--- config.mk ---
export PLATFORM = sky130hd
export DESIGN_NAME = mem_tx_arbiter
export DESIGN_NICKNAME = d
export VERILOG_FILES = /design/src/rtl/mem_tx_arbiter.sv
export SDC_FILE = /design/constraint.sdc
export NUM_CORES = 1
export LEC_CHECK = 0
export CAP_MARGIN = 30
export CELL_PAD_IN_SITES_DETAIL_PLACEMENT = 0
export CELL_PAD_IN_SITES_GLOBAL_PLACEMENT = 2
export CORE_MARGIN = 3
export CORE_UTILIZATION = 19
export DETAILED_ROUTE_END_ITERATION = 8
export GPL_TIMING_DRIVEN = 0
export PLACE_DENSITY = 0.86
export RECOVER_POWER = 25
export SLEW_MARGIN = 20
export SYNTH_ARGS = -nofsm -noshare
export SYNTH_HDL_FRONTEND = slang
export SYNTH_SLANG_ARGS = --single-unit
--- constraint.sdc ---
create_clock -name clk -period 2.7 [get_ports clk]
set_input_delay 0.27 -clock clk [delete_from_list [all_inputs] [get_ports clk]]
set_output_delay 0.27 -clock clk [all_outputs]
set_load 0.01 [all_outputs]
--- src/rtl/mem_tx_arbiter.sv ---
// mem_tx_arbiter
//   Arbitrates NUM_REQ requesters onto the single TX channel of memory_interface,
//   holds the chosen owner for the whole transaction, and tracks the owner of each
//   reply-bearing command in an issue-order FIFO so RX strobes can be steered back.
//
// Parameters
//   NUM_REQ          number of requesters (1..8)
//   IO_BITS          TX/RX data width per cycle
//   CMD_BITS         command header width (defaults to `TX_CMD_BITS)
//   MAX_OUTSTANDING  reply-tracking FIFO depth (>=1)
//   RR_MODE          0 = fixed priority (index 0 highest), 1 = round-robin
//
// Ports
//   clk, reset_n        clock, asynchronous active-low reset
//   req_valid           per-requester command ready
//   req_reserve         per-requester claim of the next TX slot (beats plain requests)
//   req_reply           per-requester: current command expects an RX response
//   req_cmd, req_data   packed per-requester command / payload, slice i = requester i
//   grant               one-hot current TX owner, or 0
//   tx_command_valid,
//   tx_command, tx_data to memory_interface
//   tx_command_started,
//   tx_active, rx_done  from memory_interface
//   rx_sel              one-hot owner of the reply at the FIFO head, or 0
//   outstanding         number of queued replies
//   fifo_full           outstanding == MAX_OUTSTANDING
//   err                 sticky protocol error flag
//
// Build option
//   MEM_ARB_ERR_CHECK_EN  when defined, err latches on rx_done with an empty FIFO or
//                         on tx_command_started without tx_command_valid; otherwise
//                         err is tied low. The offending events are ignored either way.

`ifndef TX_CMD_BITS
`define TX_CMD_BITS 8
`endif

module mem_tx_arbiter #(
  parameter int unsigned NUM_REQ         = 2,
  parameter int unsigned IO_BITS         = 2,
  parameter int unsigned CMD_BITS        = `TX_CMD_BITS,
  parameter int unsigned MAX_OUTSTANDING = 3,
  parameter int unsigned RR_MODE         = 0
) (
  input  logic                                   clk,
  input  logic                                   reset_n,
  input  logic [NUM_REQ-1:0]                     req_valid,
  input  logic [NUM_REQ-1:0]                     req_reserve,
  input  logic [NUM_REQ-1:0]                     req_reply,
  input  logic [NUM_REQ*CMD_BITS-1:0]            req_cmd,
  input  logic [NUM_REQ*IO_BITS-1:0]             req_data,
  output logic [NUM_REQ-1:0]                     grant,
  output logic                                   tx_command_valid,
  output logic [CMD_BITS-1:0]                    tx_command,
  output logic [IO_BITS-1:0]                     tx_data,
  input  logic                                   tx_command_started,
  input  logic                                   tx_active,
  input  logic                                   rx_done,
  output logic [NUM_REQ-1:0]                     rx_sel,
  output logic [$clog2(MAX_OUTSTANDING+1)-1:0]   outstanding,
  output logic                                   fifo_full,
  output logic                                   err
);

  localparam int unsigned IDX_W = (NUM_REQ > 1) ? $clog2(NUM_REQ) : 1;
  localparam int unsigned PTR_W = (MAX_OUTSTANDING > 1) ? $clog2(MAX_OUTSTANDING) : 1;
  localparam int unsigned CNT_W = $clog2(MAX_OUTSTANDING + 1);

  logic [NUM_REQ-1:0] want;
  logic [IDX_W-1:0]   sel_idx;
  logic               sel_found;
  logic [IDX_W-1:0]   owner_idx;
  logic               owner_any;
  logic [IDX_W-1:0]   grant_idx;
  logic               grant_any;
  logic               g_valid;
  logic               g_reply;
  logic [IDX_W-1:0]   rr_ptr;
  logic [IDX_W-1:0]   fifo_mem [MAX_OUTSTANDING];
  logic [PTR_W-1:0]   head;
  logic [PTR_W-1:0]   tail;
  logic [CNT_W-1:0]   count;
  logic               fifo_empty;
  logic               accept;
  logic               push;
  logic               pop;

  assign want = req_valid | req_reserve;

  // Selection: reservations override everything, then fixed priority or round-robin.
  always_comb begin
    sel_found = 1'b0;
    sel_idx   = '0;
    if (|req_reserve) begin
      for (int unsigned i = 0; i < NUM_REQ; i++) begin
        if (!sel_found && req_reserve[i]) begin
          sel_found = 1'b1;
          sel_idx   = IDX_W'(i);
        end
      end
    end else if (RR_MODE == 0) begin
      for (int unsigned i = 0; i < NUM_REQ; i++) begin
        if (!sel_found && want[i]) begin
          sel_found = 1'b1;
          sel_idx   = IDX_W'(i);
        end
      end
    end else begin
      for (int unsigned k = 0; k < NUM_REQ; k++) begin
        for (int unsigned i = 0; i < NUM_REQ; i++) begin
          if (!sel_found && want[i] && (i == (32'(rr_ptr) + k) % NUM_REQ)) begin
            sel_found = 1'b1;
            sel_idx   = IDX_W'(i);
          end
        end
      end
    end
  end

  assign grant_idx = tx_active ? owner_idx : sel_idx;
  assign grant_any = tx_active ? owner_any : sel_found;

  always_comb begin
    grant      = '0;
    tx_command = '0;
    tx_data    = '0;
    g_valid    = 1'b0;
    g_reply    = 1'b0;
    for (int unsigned i = 0; i < NUM_REQ; i++) begin
      if (grant_any && (grant_idx == IDX_W'(i))) begin
        grant[i]   = 1'b1;
        tx_command = req_cmd[i*CMD_BITS +: CMD_BITS];
        tx_data    = req_data[i*IO_BITS +: IO_BITS];
        g_valid    = req_valid[i];
        g_reply    = req_reply[i];
      end
    end
  end

  // fifo_full comes from the registered count, so a pop only unblocks issue a cycle later.
  assign fifo_full        = (count == CNT_W'(MAX_OUTSTANDING));
  assign fifo_empty       = (count == '0);
  assign tx_command_valid = g_valid & ~(fifo_full & g_reply);
  assign outstanding      = count;

  assign accept = tx_command_started & tx_command_valid;
  assign push   = accept & g_reply;
  assign pop    = rx_done & ~fifo_empty;

  always_ff @(posedge clk or negedge reset_n) begin
    if (!reset_n) begin
      owner_idx <= '0;
      owner_any <= 1'b0;
      rr_ptr    <= '0;
      head      <= '0;
      tail      <= '0;
      count     <= '0;
    end else begin
      if (!tx_active) begin
        owner_idx <= sel_idx;
        owner_any <= sel_found;
      end
      if (accept) begin
        rr_ptr <= (grant_idx == IDX_W'(NUM_REQ - 1)) ? '0 : grant_idx + 1'b1;
      end
      if (push) begin
        tail <= (tail == PTR_W'(MAX_OUTSTANDING - 1)) ? '0 : tail + 1'b1;
      end
      if (pop) begin
        head <= (head == PTR_W'(MAX_OUTSTANDING - 1)) ? '0 : head + 1'b1;
      end
      if (push && !pop) begin
        count <= count + 1'b1;
      end else if (pop && !push) begin
        count <= count - 1'b1;
      end
    end
  end

  // Storage needs no reset: entries are only observed through head while count != 0.
  always_ff @(posedge clk) begin
    if (push) begin
      fifo_mem[tail] <= grant_idx;
    end
  end

  always_comb begin
    rx_sel = '0;
    for (int unsigned i = 0; i < NUM_REQ; i++) begin
      rx_sel[i] = ~fifo_empty & (fifo_mem[head] == IDX_W'(i));
    end
  end

`ifdef MEM_ARB_ERR_CHECK_EN
  logic err_q;

  always_ff @(posedge clk or negedge reset_n) begin
    if (!reset_n) begin
      err_q <= 1'b0;
    end else if ((rx_done && fifo_empty) || (tx_command_started && !tx_command_valid)) begin
      err_q <= 1'b1;
    end
  end

  assign err = err_q;
`else
  assign err = 1'b0;
`endif

endmodule

==> results.sh <==
export IMPL_antenna_diode_count=0
export IMPL_timing_worst_setup_path_type="primary input to output port"
export IMPL_clockRootBuffer="clkbuf_8"
export IMPL_peakVddDrop_v=0.000221
export IMPL_grt_antenna_before_repair=0
export IMPL_register_area_um2=290
export IMPL_power_density_nw_per_um2=621
export IMPL_combPwrFrac=0.486
export IMPL_synth_cell_area_um2=776
export IMPL_vias=778
export IMPL_nets=172
export IMPL_grt_max_degree=14
export IMPL_clk_pin_slew_worst_paths_ps=50
export IMPL_period_needed_ps=2540
export IMPL_synth_top_area_frac=0.258
export IMPL_yosys_area_top_type="dfrtp_1"
export IMPL_dp_cells=181
export IMPL_first_pass_iters=4
export IMPL_synth_yosys_warnings=0
export IMPL_crit_chain="clkdlybuf4s50_1 > nand2b_1 > a221oi_4 > buf_4 > mux2i_1 > nor2_1 > clkdlybuf4s50_1"
export IMPL_syn_to_final_growth_pct=76.9
export IMPL_switching_share=0.328
export IMPL_cp_end_kind="output port"
export IMPL_crit_top_cell="clkdlybuf4s50_1"
export IMPL_die_w_um=69.9
export IMPL_clkLatencyLatePin_ps=240
export IMPL_min_period_over_period=0.942
export IMPL_cp_slowest_cell="clkdlybuf4s50_1"
export IMPL_place_ws_ps=-144
export IMPL_p_int_mw=0.573
export IMPL_ys_flop_type="dfrtp_1"
export IMPL_slew_headroom=0.630
export IMPL_worstSetupStartpointType="primary input"
export IMPL_pwr_share_clk=0.188
export IMPL_seqPwrFrac=0.326
export IMPL_status="complete, no violations"
export IMPL_cp_slowest_stage_delay_ps=480
export IMPL_cts_hold_fix_buffers=0
export IMPL_grt_pass1_wl_um=3130
export IMPL_wl_per_cell_um=9.83
export IMPL_worst_slack_ps=156
export IMPL_synthArstFlopShare=0.727
export IMPL_die_area_um2=4890
export IMPL_start_util=0.204
export IMPL_core_um2=3800
export IMPL_ys_types=28
export IMPL_hold_viol=0
export IMPL_syn_inst=86
export IMPL_wirelength_um=1840
export IMPL_tritoncts_num_buffers=3
export IMPL_rows=22
export IMPL_drt_iter0_markers=7
export IMPL_cp_arrival_ps=2270
export IMPL_grt_pass1_vias=765
export IMPL_grtUsageTotal=0.0796
export IMPL_hp_class="primary input to async pin"
export IMPL_io_buffer_count=47
export IMPL_cts_sinks=11
export IMPL_hold_worst_slack_ps=392
export IMPL_avgSynthCellArea_um2=9.02
export IMPL_synthesis_nets=118
export IMPL_fmax_mhz=393
export IMPL_r2r_start="owner_idx"
export IMPL_cp_required_ps=2430
export IMPL_stdcell_count=187
export IMPL_drt_vias_per_instance=4.16
export IMPL_slew_viol_final=0
export IMPL_finalSetupViolCount=0
export IMPL_ys_ff_latch=11
export IMPL_max_slew_worst_pin_slew_ps=550
export IMPL_ff2ff_path_depth=10
export IMPL_gr_total_overflow=0
export IMPL_multiInputGateArea_um2=443
export IMPL_cap_violations=0
export IMPL_cp_max_fo=13
export IMPL_die_h_um=69.9
export IMPL_synth_area_top_cells="dfrtp_1, mux2i_1, edfxtp_1, nor2_1, a221oi_4"
export IMPL_gp_congestion=0.734
export IMPL_ys_seq_area_frac=0.374
export IMPL_cts_tree="built"
export IMPL_fillers=392
export IMPL_drc_errors=0
export IMPL_drive_gt1_frac=0.0863
export IMPL_worstPathBufferInverterCount=3
export IMPL_io_pins=50
export IMPL_cts_max_level=1
export IMPL_leakage_nw=0.597
export IMPL_fin_worst_skew_ps=0.979
export IMPL_rsz0062_at_grt="no"
export IMPL_r2r_end="outstanding[1]"
export IMPL_postRouteAntennaNets=0
export IMPL_power_switching_mw=0.280
export IMPL_cp_top_family="buffers and inverters"
export IMPL_cts_buffer_depth=2
export IMPL_synth_edf_count=3
export IMPL_dp_hpwl_um=1570
export IMPL_reg2reg_slack_ps=600
[sequential cells by signal (all words and copies together) (netlist names)]
| signal | count |
|---|---|
| fifo_mem | 3 |
| owner_idx | 1 |
| outstanding | 2 |
| owner_any | 1 |
| head | 2 |
| tail | 2 |
[area by class of cell]
type,count,area share
plain buffers,4,0.0201
repair buffers,49,0.356
clock buffers,4,0.0328
multi-input cells,66,0.323
flip-flops and latches,11,0.211
inverters,5,0.0137
well taps,48,0.0438
[metrics by stage]
stage | TNS, ps | area [um^2] | util | power (mW)
detailed placement | -921 | 1310 | 0.344 | 0.695
floorplan | 0 | 776 | - | 0.486
global route | 0 | 1370 | 0.361 | 0.928
global placement | -654 | 1310 | 0.344 | 0.684
CTS | 0 | 1370 | 0.360 | 0.867
finish | 0 | 1370 | 0.361 | 0.852
[power groups by stage]
stage	Combinational [mW]	Clock (mW)	Sequential, mW
floorplan	0.207	0	0.278
global placement	0.407	0	0.277
detailed placement	0.414	0	0.281
CTS	0.422	0.167	0.279
global route	0.461	0.176	0.290
finish	0.414	0.160	0.278
[worst max path at each step]
stage / start / end / slack [ps] / cells after the start
final: req_valid[0] / tx_command[0] / 160 / 7
after floorplan: tx_active / outstanding[1] / 650 / 10
after CTS: req_reserve[0] / tx_command[2] / 90 / 7
after global placement: req_valid[0] / tx_command[0] / -120 / 7
after detailed placement: req_valid[0] / tx_command[0] / -140 / 7
after global routing: req_reserve[0] / tx_command[2] / 10 / 7
[metal layers]
layer,global-route usage,vias up,wire [um]
met5,0,-,0
met4,0.0319,0,25
met3,0.0417,5,223
met2,0.126,45,821
met1,0.0900,333,768
li1,-,395,-
[logic make-up after synthesis]
family | share of synthesized area
multiplexers | 0.184
buffers and inverters | 0.0548
adder cells (fa/ha/maj) | 0.0161
other | 0.00483
flip-flops | 0.374
AO/OA/AOI/OAI | 0.110
AND/OR/NAND/NOR | 0.223
XOR/XNOR | 0.0339
[placed cells by master, fill, tap and decap left out, types with 3 or more instances in the layout]
master	n
dfrtp_1	8
clkbuf_8	3
o21ai_0	4
nor2b_1	4
nand2_1	3
clkdlybuf4s50_1	45
edfxtp_1	3
a21oi_1	3
buf_4	5
nor2_1	20
mux2i_1	12
inv_1	4
[timing repair]
item | in CTS | in global routing
pin swaps | 1 | 0
resized for setup | 1 | 3
endpoints found under the setup margin | 8 | 10
setup buffers | 2 | 0
hold endpoints to repair | 0 | 0
[synth_stat cells (all sizes together) (3+ instances only)]
master  instances
nor2           20
dfrtp           8
nor2b           4
edfxtp          3
buf             3
a21oi           3
mux2i          12
inv             5
o21ai           4
nand2           3
No activity file was read; power rests on OpenSTA's default activity.
==> variant, RTL diff (same settings) <==
Build with the macro `MEM_ARB_ERR_CHECK_EN` defined.
--- a/src/rtl/mem_tx_arbiter.sv
+++ b/src/rtl/mem_tx_arbiter.sv
@@ -33,2 +33,4 @@
 
+`define MEM_ARB_ERR_CHECK_EN
+
 `ifndef TX_CMD_BITS
Behaviour: not the same (a bounded check fails within 4 cycles, from zero or initial values and one cycle with reset_n low).
==> variant against the unedited design <==
Area after synthesis up 2.9%. Non-clock buffer count unchanged. Largest power group unchanged. Worst setup slack lost 0.029 ns. Routed wire length grew 6.7%. Critical path depth is 1 lower. Count of clock-buffer cells in the layout unchanged. Utilization up 0.98 points. Sequential cell count increased by 1. Final area grew 4.2%. Total power increased by 7.5%. Die area grew 2.7%. Via count grew 1.0%. First-iteration DRC count increased by 86%.
==> variant: results <==
{
  "port_buffers": 49,
  "syn_area_per_cell_um2": 9.62,
  "yosysWarnings": 0,
  "outcome": "finished, final reports clean",
  "vias": 786,
  "syn_nets": 115,
  "post_dp_cell_area_mm2": 0.00135,
  "h-tree-depth": 1,
  "ir_worst_vdd_mv": 0.235,
  "first_global_vias": 837,
  "synth_fa_ha_area_share_pct": 1.57,
  "min_path_type": "input port to asynchronous set/reset pin",
  "path_max_fanout": 10,
  "drive_gt1_share_pct": 8.03,
  "avgRoutedWirePerCell_um": 10.6,
  "diodes": 0,
  "cts_buffer_depth": 2,
  "r2r-start": "owner_idx",
  "gp_congestion": 0.693,
  "grt_pass1_wl_mm": 3.40,
  "nets": 170,
  "vias_per_cell": 4.25,
  "cts_buffers": 3,
  "clk_pin_slew_ns": 0.05,
  "synth_edf_count": 3,
  "ys_top_cells_by_area": "dfrtp_1 (28%), mux2i_1 (18%), edfxtp_1 (11%)",
  "post-place-ws_ns": -0.486,
  "yosys-top-cells-count": "nor2_1 (17), mux2i_1 (14), dfrtp_1 (9)",
  "post-dp-hpwl_mm": 1.65,
  "synth_compound_area_share_pct": 10.3,
  "synthMuxAreaShare_pct": 21.3,
  "track_usage_pct": 8.06,
  "startpoint": "req_reserve[0]",
  "critPathArrivalTime_ns": 2.30,
  "synth.distinct_cells": 25,
  "drtIter0Drc": 13,
  "p_leak_nw": 0.615,
  "internal_power_uw": 618,
  "synth-seq-area-share_pct": 39.5,
  "nFillCells": 390,
  "clock_skew_ns": 0.00126,
  "ys_async_sr_fraction_pct": 75.0,
  "grt_max_degree": 14,
  "grt_antenna_before_repair": 0,
  "synth_xor_area_share_pct": 3.29,
  "dp_cells": 180,
  "reg2regPathDepth": 9,
  "top_register": "fifo_mem",
  "slew_headroom_pct": 65.3,
  "root_buffer": "clkbuf_8"
}
variant: cell count changes in the layout (fill, tap and decap cells not counted), moves of 2 or more:
cell | before | now
inv_1 | 4 | 6
clkdlybuf4s50_1 | 45 | 47
mux2_1 | 2 | 0
buf_4 | 5 | 1
nor2_1 | 20 | 17
mux2_4 | 0 | 2
variant: cells by family after synthesis:
| kind of cell | count (synthesis) |
|---|---|
| buffers and inverters | 9 |
| DFF | 12 |
| and+or+nand+nor | 32 |
| adders and majority gates | 1 |
| AOI/OAI and AO/OA | 10 |
| muxes | 16 |
| xor gates and xnor gates | 3 |
variant: routing by layer:
| layer | vias up | track usage (%) | wire, µm |
|---|---|---|---|
| met5 | - | 0 | 0 |
| met4 | 0 | 0 | 0 |
| met3 | 0 | 4.97 | 282 |
| met2 | 49 | 12.9 | 827 |
| met1 | 342 | 9.91 | 853 |
| li1 | 395 | - | - |
variant: final timing paths:
path,to,slack (ns)
max in group asynchronous,err,2.00
worst min-delay path,tail[0],0.41
worst max-delay path,tx_command[1],0.13
worst min register to register,err,0.49
worst max register to register,outstanding[1],0.40
min in group clk,err,0.49
variant: final cells by class:
cell class,instances,share of cell area (%)
clock buffers,4,3.15
well taps,48,4.20
repair buffers,50,35.0
inverters,6,1.57
flip-flops and latches,12,22.0
multi-input cells,62,32.2
plain buffers,3,1.84
variant: what timing repair did:
action	4_1_cts	5_1_grt
setup endpoints to repair	12	12
buffers inserted	1	0
pin swaps	1	0
hold buffers	0	0
gates resized for setup	5	4
variant: worst max-delay path, cell delays in order:
cell and delay, ns:
clkdlybuf4s50_1 0.45, or4_1 0.58, mux2i_4 0.22, clkbuf_4 0.24
nor2_1 0.07, clkdlybuf4s50_1 0.47
variant: per-stage QoR:
stage          util, %  power, mW
2_1_floorplan        -      0.525
3_3_place_gp      35.0      0.738
3_5_place_dp      35.0      0.754
4_1_cts           36.8      0.928
5_1_grt           37.1      0.978
6_report          37.1      0.916
variant: power groups by stage:
stage | clock (mW) | sequential [mW] | combinational, mW
after floorplan | 0 | 0.298 | 0.227
final | 0.163 | 0.300 | 0.453
after CTS | 0.168 | 0.300 | 0.460
after global routing | 0.176 | 0.311 | 0.490
after global placement | 0 | 0.298 | 0.440
after detailed placement | 0 | 0.303 | 0.451
